==> config.mk <==
export PLATFORM = sky130hd
export DESIGN_NAME = calculation_unit_controller
export DESIGN_NICKNAME = d
export VERILOG_FILES = /design/src/rtl/calculation.sv /design/src/rtl/calculation_unit_watchdog.sv /design/src/rtl/calculation_unit_controller.sv
export SDC_FILE = /design/constraint.sdc
export NUM_CORES = 1
export LEC_CHECK = 0
export BUFFER_PORTS_ARGS = -buffer_cell sky130_fd_sc_hd__buf_4
export CORE_UTILIZATION = 57
export CTS_CLUSTER_DIAMETER = 150
export CTS_CLUSTER_SIZE = 25
export DETAILED_ROUTE_END_ITERATION = 10
export GPL_TIMING_DRIVEN = 0
export PLACE_DENSITY = 0.86
export SLEW_MARGIN = 20
export SYNTH_ARGS = -nofsm -noshare
export SYNTH_HDL_FRONTEND = slang
export SYNTH_SLANG_ARGS = --single-unit
==> constraint.sdc <==
create_clock -name clk -period 3.95 [get_ports clk]
set_input_delay 0.395 -clock clk [delete_from_list [all_inputs] [get_ports clk]]
set_output_delay 0.395 -clock clk [all_outputs]
set_load 0.05 [all_outputs]
==> src/rtl/calculation.sv <==
// ============================================================================
//  Package     : calculation
//  Description : Shared types for calculation_unit and its controller.
//                Holds the select encoding, the op codes, the controller
//                state type and the op-to-select mapping.
//  Revision    : 1.0  initial release
// ============================================================================
`default_nettype none

package calculation;

    // Fraction/exponent routing inside calculation_unit
    typedef enum logic [2:0] {
        CALC_SEL_ADD  = 3'd0,
        CALC_SEL_SUB  = 3'd1,
        CALC_SEL_MUL  = 3'd2,
        CALC_SEL_DIV  = 3'd3,
        CALC_SEL_SQRT = 3'd4
    } calculation_select;

    typedef logic [2:0] calc_op_t;

    localparam calc_op_t OP_ADD  = 3'd0;
    localparam calc_op_t OP_SUB  = 3'd1;
    localparam calc_op_t OP_MUL  = 3'd2;
    localparam calc_op_t OP_DIV  = 3'd3;
    localparam calc_op_t OP_SQRT = 3'd4;

    typedef enum logic [2:0] {
        IDLE       = 3'd0,
        SINGLE     = 3'd1,
        DIV_START  = 3'd2,
        DIV_WAIT   = 3'd3,
        DIV_RESULT = 3'd4,
        DRAIN      = 3'd5
    } controller_state_t;

    // Illegal op codes fall back to the adder path; out_illegal flags them.
    function automatic calculation_select op_to_select(input calc_op_t op);
        calculation_select sel;
        case (op)
            OP_SUB:  sel = CALC_SEL_SUB;
            OP_MUL:  sel = CALC_SEL_MUL;
            OP_DIV:  sel = CALC_SEL_DIV;
            OP_SQRT: sel = CALC_SEL_SQRT;
            default: sel = CALC_SEL_ADD;
        endcase
        return sel;
    endfunction

endpackage

`default_nettype wire

==> src/rtl/calculation_unit_watchdog.sv <==
// ============================================================================
//  Module      : calculation_unit_watchdog
//  Description : Saturating cycle counter guarding the divide/sqrt engine.
//                o_expired is high once the count reaches TIMEOUT_CYCLES-1.
//  Revision    : 1.0  initial release
// ============================================================================
`default_nettype none

module calculation_unit_watchdog #(
    parameter int TIMEOUT_CYCLES = 64
) (
    input  logic clk,
    input  logic rst_n,
    input  logic i_clear,
    input  logic i_enable,
    output logic o_expired
);

    localparam int CW = $clog2(TIMEOUT_CYCLES + 1);
    localparam logic [CW-1:0] c_LIMIT = CW'(TIMEOUT_CYCLES - 1);
    localparam logic [CW-1:0] c_MAX   = CW'(TIMEOUT_CYCLES);
    localparam logic [CW-1:0] c_ONE   = CW'(1);

    logic [CW-1:0] r_count;

    // Clear wins over enable; the count parks at TIMEOUT_CYCLES instead of wrapping
    always_ff @(posedge clk or negedge rst_n) begin
        if (!rst_n) begin
            r_count <= '0;
        end else if (i_clear) begin
            r_count <= '0;
        end else if (i_enable && (r_count != c_MAX)) begin
            r_count <= r_count + c_ONE;
        end
    end

    assign o_expired = (r_count >= c_LIMIT);

endmodule

`default_nettype wire

==> src/rtl/calculation_unit_controller.sv <==
// ============================================================================
//  Module      : calculation_unit_controller
//  Description : Issue/result sequencer for calculation_unit. Single-cycle
//                ops stream at one per cycle; divide/sqrt are started on the
//                divider, tracked via busy/done and guarded by a watchdog.
//  Revision    : 1.0  initial release
// ============================================================================
`default_nettype none

module calculation_unit_controller #(
    parameter int TAG_WIDTH      = 4,
    parameter int TIMEOUT_CYCLES = 64
) (
    input  logic                          clk,
    input  logic                          reset,
    input  logic                          flush,
    input  logic                          in_valid,
    output logic                          in_ready,
    input  calculation::calc_op_t         in_op,
    input  logic [TAG_WIDTH-1:0]          in_tag,
    output calculation::calculation_select calculation_select,
    output logic                          divider_mode,
    output logic                          divider_start,
    input  logic                          divider_busy,
    input  logic                          divider_done,
    output logic                          out_valid,
    input  logic                          out_ready,
    output logic [TAG_WIDTH-1:0]          out_tag,
    output logic                          out_illegal,
    output logic                          out_timeout
);

    import calculation::*;

    controller_state_t              r_state;
    controller_state_t              w_state_next;
    calculation::calculation_select r_select;
    logic [TAG_WIDTH-1:0]           r_tag;
    logic                           r_mode;
    logic                           r_illegal;
    logic                           r_timeout;

    logic w_in_ready;
    logic w_accept;
    logic w_op_is_div;
    logic w_div_start;
    logic w_wd_clear;
    logic w_wd_enable;
    logic w_wd_expired;
    logic w_set_timeout;

    assign w_in_ready  = !flush && ((r_state == IDLE) || ((r_state == SINGLE) && out_ready));
    assign w_accept    = in_valid && w_in_ready;
    assign w_op_is_div = (in_op == OP_DIV) || (in_op == OP_SQRT);

    calculation_unit_watchdog #(
        .TIMEOUT_CYCLES (TIMEOUT_CYCLES)
    ) u_watchdog (
        .clk       (clk),
        .rst_n     (reset),
        .i_clear   (w_wd_clear),
        .i_enable  (w_wd_enable),
        .o_expired (w_wd_expired)
    );

    // State register
    always_ff @(posedge clk or negedge reset) begin
        if (!reset) begin
            r_state <= IDLE;
        end else begin
            r_state <= w_state_next;
        end
    end

    // Next-state and control decode; flush overrides every transition last
    always_comb begin
        w_state_next  = r_state;
        w_div_start   = 1'b0;
        w_wd_clear    = 1'b0;
        w_wd_enable   = 1'b0;
        w_set_timeout = 1'b0;
        case (r_state)
            IDLE: begin
                if (w_accept) begin
                    w_state_next = w_op_is_div ? DIV_START : SINGLE;
                end
            end
            SINGLE: begin
                if (out_ready) begin
                    if (w_accept) begin
                        w_state_next = w_op_is_div ? DIV_START : SINGLE;
                    end else begin
                        w_state_next = IDLE;
                    end
                end
            end
            DIV_START: begin
                if (!divider_busy) begin
                    w_div_start  = 1'b1;
                    w_wd_clear   = 1'b1;
                    w_state_next = DIV_WAIT;
                end
            end
            DIV_WAIT: begin
                w_wd_enable = 1'b1;
                if (divider_done) begin
                    w_state_next = DIV_RESULT;
                end else if (w_wd_expired) begin
                    w_set_timeout = 1'b1;
                    w_state_next  = DIV_RESULT;
                end
            end
            DIV_RESULT: begin
                if (out_ready) begin
                    w_state_next = r_timeout ? DRAIN : IDLE;
                end
            end
            DRAIN: begin
                if (!divider_busy) begin
                    w_state_next = IDLE;
                end
            end
            default: begin
                w_state_next = IDLE;
            end
        endcase

        // A divider that may still be running must be drained so its late
        // done is never credited to the next op.
        if (flush) begin
            w_div_start   = 1'b0;
            w_set_timeout = 1'b0;
            if ((r_state == DIV_START) || (r_state == DIV_WAIT) || (r_state == DRAIN)) begin
                w_state_next = DRAIN;
            end else begin
                w_state_next = IDLE;
            end
        end
    end

    // Op context captured on accept; held stable until the next accept
    always_ff @(posedge clk or negedge reset) begin
        if (!reset) begin
            r_tag     <= '0;
            r_select  <= CALC_SEL_ADD;
            r_mode    <= 1'b0;
            r_illegal <= 1'b0;
            r_timeout <= 1'b0;
        end else if (w_accept) begin
            r_tag     <= in_tag;
            r_select  <= op_to_select(in_op);
            r_mode    <= (in_op == OP_SQRT);
            r_illegal <= (in_op > OP_SQRT);
            r_timeout <= 1'b0;
        end else if (w_set_timeout) begin
            r_timeout <= 1'b1;
        end
    end

    assign in_ready           = w_in_ready;
    assign divider_start      = w_div_start;
    assign divider_mode       = r_mode;
    assign calculation_select = r_select;
    assign out_tag            = r_tag;
    assign out_valid          = (r_state == SINGLE) || (r_state == DIV_RESULT);
    assign out_illegal        = out_valid && r_illegal;
    assign out_timeout        = out_valid && r_timeout;

endmodule

`default_nettype wire

# [After elaboration in Yosys (flattened, before gate mapping)]
# Index checks and enable logic that the tools add are counted.
[classes] mux=26 magnitude_cmp=2 n_reduce_logical=16 n_addsub=1 n_eq_ne=16
[ops] op="$mux W3" n=10
[ops] op="$pmux W3 S6" n=1
[ops] op="$ne A3 B3 Y1 const B" n=5
[ops] op="$mux W7" n=2
[ops] op="$eq A3 B2 Y1 const B" n=4
[ops] op="$pmux W3 S4" n=1
[ops] op="$mux W1" n=10
[ops] op="$eq A3 B3 Y1 const B" n=3
[ops] op="$add A7 B1 Y7 const B" n=1
[ops] op="$ge A7 B6 Y1 const B" n=1
[ops] op="$ne A7 B7 Y1 const B" n=1
[ops] op="$eq A3 B1 Y1 const B" n=2
[ops] op="$logic_and A1 B1 Y1" n=6
[ops] op="$reduce_and A6 Y1" n=1
[ops] op="$logic_or A1 B1 Y1" n=5
[ops] op="$mux W2" n=2
[ops] op="$ne A4 B3 Y1 const B" n=1
[ops] op="$reduce_bool A2 Y1" n=2
[ops] op="$gt A3 B3 Y1 const B" n=1
[ops] op="$logic_not A3 Y1" n=1
[ops] op="$logic_not A1 Y1" n=1
[totals] elab_cells=68 output_inout_bits=13 register_bits=20 inputBits=14

# [Depth between registers and ports, before layout]
[depth] depth_word=9 depth_mapped=6 ltp_nobuf=6

# [Cells and area by module]
# From an unflattened synthesis, not the netlist that was laid out.
[unflattened] cells_unflattened=129 hier_area_um2=1169.9
[modules_own_cells] mod="calculation_unit_controller" area_per_inst_um2=759.5 instances=1 cells_each=85
[modules_own_cells] mod="calculation_unit_watchdog" area_per_inst_um2=410.4 instances=1 cells_each=44

# [Worst setup path after synthesis]
# No wires, ideal clock.
[synth_timing] path_kind="reg2out" from="reg r_state[0]" to="out divider_start" required_ns=3.555 stages_incl_launch_ff=4 setup_slack_ns=1.323 t_arrival_ns=2.232 n_path_buf=2 cell_sequence="dfrtp_1 > buf_4 > buf_2 > nor4_1"
[synth_via] elab_chain_len=3
[synth_rtl] element="start: declaration" line="calculation_unit_controller.sv:35" text="controller_state_t r_state;"
[synth_rtl] element="start signal: assignment" line="calculation_unit_controller.sv:71" text="r_state <= w_state_next;"
[synth_rtl] element="$eq A3 B2 Y1" line="calculation_unit_controller.sv:82" text="case (r_state)"
[synth_rtl] element="$mux W1" line="calculation_unit_controller.sv:82"
[synth_rtl] element="$mux W1" line="calculation_unit_controller.sv:130" text="if (flush) begin"
[synth_rtl] element="end: declaration" line="calculation_unit_controller.sv:23" text="output logic divider_start,"
# No other way between the ends.

# [Worst setup path after layout]
[layout_timing] from="reg r_state[0]" to="out out_timeout"
[layout_via] elab_chain_len=3
[layout_rtl] element="$eq A3 B1 Y1 or $eq A3 B3 Y1 (tied branches)" line="calculation_unit_controller.sv:165" text="assign out_valid = (r_state == SINGLE) || (r_state == DIV_RESULT);"
[layout_rtl] element="$logic_or A1 B1 Y1 (*)" line="calculation_unit_controller.sv:165"
[layout_rtl] element="$logic_and A1 B1 Y1 (*)" line="calculation_unit_controller.sv:167" text="assign out_timeout = out_valid && r_timeout;"
[layout_rtl] element="end: declaration" line="calculation_unit_controller.sv:30" text="output logic out_timeout"
# Mark *: on every way between the ends. The rest lies on a longest branch, timed or not.

==> metrics.txt <==
kind of critical path=reg -> out; Least-Margin Pin Slew=0.4608 ns; # DRC=0; Mapped Nets=142; syn_area_per_cell=9.612 um2; f_max=0.4867 GHz; Worst EP arrival=1.66 ns; leading area contributor after synthesis=dfrtp_1; sequential fraction of the synthesis area=41.32%; hpwl dp=1980 um; root buffer cell=clkbuf_4; I/O Pins=27; PD cells=663.5 nW/um2; Die H=48.10 um; Rows=16; Initial DRT Pass Iterations=4; Synth area leaders=dfrtp_1 (41%), nor2_1 (4.6%), mux2_4 (3.7%); initial antenna violation count=0; Final Hold Vio Count=0; asr flop ratio synth=100.0%; Lkg Pwr=0.7113 nW; total core area=1982 um2; initial core utilization=61.11%; Synth Flop Type=dfrtp_1; commonest cells in the netlist=dfrtp_1 (20), nor2_1 (15), nand2_1 (10); antenna cell count=0; pin count of the biggest net entering global routing=21; Via density=5.630; relative slew slack=69.11%; critical-path cell list=buf_4 -> buf_2 -> xnor2_1 -> nor2_1 -> and2_1 -> buf_4; gpl congestion=0.8605; CTS max path bufs=2; Tcrit/Tclk final=52.01%; most numerous cell in the Yosys netlist=dfrtp_1; CTS tree=yes; full die area=2313 um2; nets@finish=174; DR vias=1036; Util after Layout=75.00%; placed cell area=1440 um2; global route overflow=0; vias in the first global route=917; Critical Path Max Stage Delay=0.38 ns; Final Max Slew Viols=0; Clock transition at path regs=0.11 ns; Synth Register Bits=20; Worst-Skew Late Latency=0.30 ns; area delta synth->final=22.73%; crit-path most repeated cell=buf_4; worst hold path class=in -> reg; PortBufs=26; Clock Skew=0.003390 ns; synth warn=0; Worst IR Drop VDD=0.0005690 V; Slowest cell on crit path=dfrtp_1; Buf/Inv on CP=3; layout cells sized above 1=30.57%; design area=1486 um2; gr usage total=25.47%; post-cts sizing count=0; remaining antenna violation count=0; DIE WIDTH=48.10 um; final setup violation count=0; crit path time final=2.055 ns; Synth top area share=41.32%; critical path startpoint category=flip-flop; Routed WL per cell=14.24 um; RSZ-0062 raised after global routing=no; CP Capture Type=output port; Max-Cap Viols=0; synth unique cells=39; first-pass GRT wire length=3953 um; Post-synth EDFFs=0; Setup TNS=0 ns; clk sinks=20; gate count after technology mapping=126; synthesized cell area=1211 um2; CP top delay family=buffers and inverters; total wire length=2621 um; Hold-fix buffers, CTS=1; post-CTS setup repair buffer count=0; TritonCTS Buffers=3; critical path required time=3.56 ns; H-tree level count=1; First DRT Iteration DRCs=19; status=complete, no violations; Worst Path Max Fanout=10
==> flip-flops by register name (all words and copies together) (netlist names) <==
name	flops
divider_mode	1
calculation_select	3
out_tag	4
r_illegal	1
r_timeout	1
r_state	3
u_watchdog.r_count	7
==> final timing paths <==
kind,from,slack (ns),end,depth (start not counted)
setup reg to reg,u_watchdog.r_count[0],2.27,r_state[0],6
hold reg to reg,r_illegal,0.50,r_illegal,2
setup / recovery,r_state[0],1.90,out_timeout,6
min in group asynchronous,reset,0.50,r_state[0],2
max in group asynchronous,reset,3.24,out_tag[3],2
hold / removal,in_tag[0],0.30,out_tag[0],2
==> cells in the final DEF (no fill, tap or decap), drive strengths merged, types with 2 or more instances in the layout <==
cell / instances
nor2b: 2
and3: 2
nor4: 3
nand4: 3
ha: 2
buf: 31
xor2: 3
mux2: 5
nor4b: 2
nand3: 4
dfrtp: 20
and2: 2
o31ai: 3
a21oi: 8
nor2: 15
o21ai: 9
xnor2: 4
clkbuf: 5
nand2: 11
nor3: 2
nand2b: 3
inv: 4
==> power breakdown <==
| group | internal [mW] | switching [mW] | total (mW) |
|---|---|---|---|
| clock | 0.0563 | 0.0637 | 0.120 |
| sequential | 0.279 | 0.0717 | 0.350 |
| combinational | 0.194 | 0.322 | 0.516 |
| total | 0.529 | 0.457 | 0.986 |
==> per-layer routing <==
metal	up-vias	track usage, %	routed length (um)
li1	510	-	-
met1	500	29.33	1165
met2	20	44.05	1348
met3	6	6.296	69
met4	0	12.78	38
met5	-	0	0
==> cells by family after synthesis <==
group	synth area share, %
AND/OR/NAND/NOR	27.27
AO/OA/AOI/OAI	13.33
flip-flops	41.32
buffers and inverters	4.545
XOR/XNOR	5.062
multiplexers	6.405
adder cells (fa/ha/maj)	2.066
==> stage by stage <==
step | hold WS [ns] | power, mW | setup WS, ns | std cells
floorplan | 0.09941 | 0.7229 | 1.323 | 126
global placement | 0.2874 | 0.8501 | 2.255 | 179
detailed placement | 0.2917 | 0.8685 | 2.246 | 179
CTS | 0.3015 | 0.9899 | 1.898 | 184
global route | 0.2887 | 1.048 | 1.783 | 184
finish | 0.3012 | 0.9863 | 1.895 | 184
==> final cells by class <==
| cell class | instances | area, um2 |
|---|---|---|
| buffer | 6 | 40.04 |
| clock buffer | 4 | 36.28 |
| fill | 136 | 495.5 |
| inverter | 4 | 15.01 |
| multi-input combinational | 96 | 655.6 |
| sequential | 20 | 500.5 |
| tap | 27 | 33.78 |
| timing repair buffer | 27 | 205.2 |
Note: power is estimated with default switching activity, not from simulation.
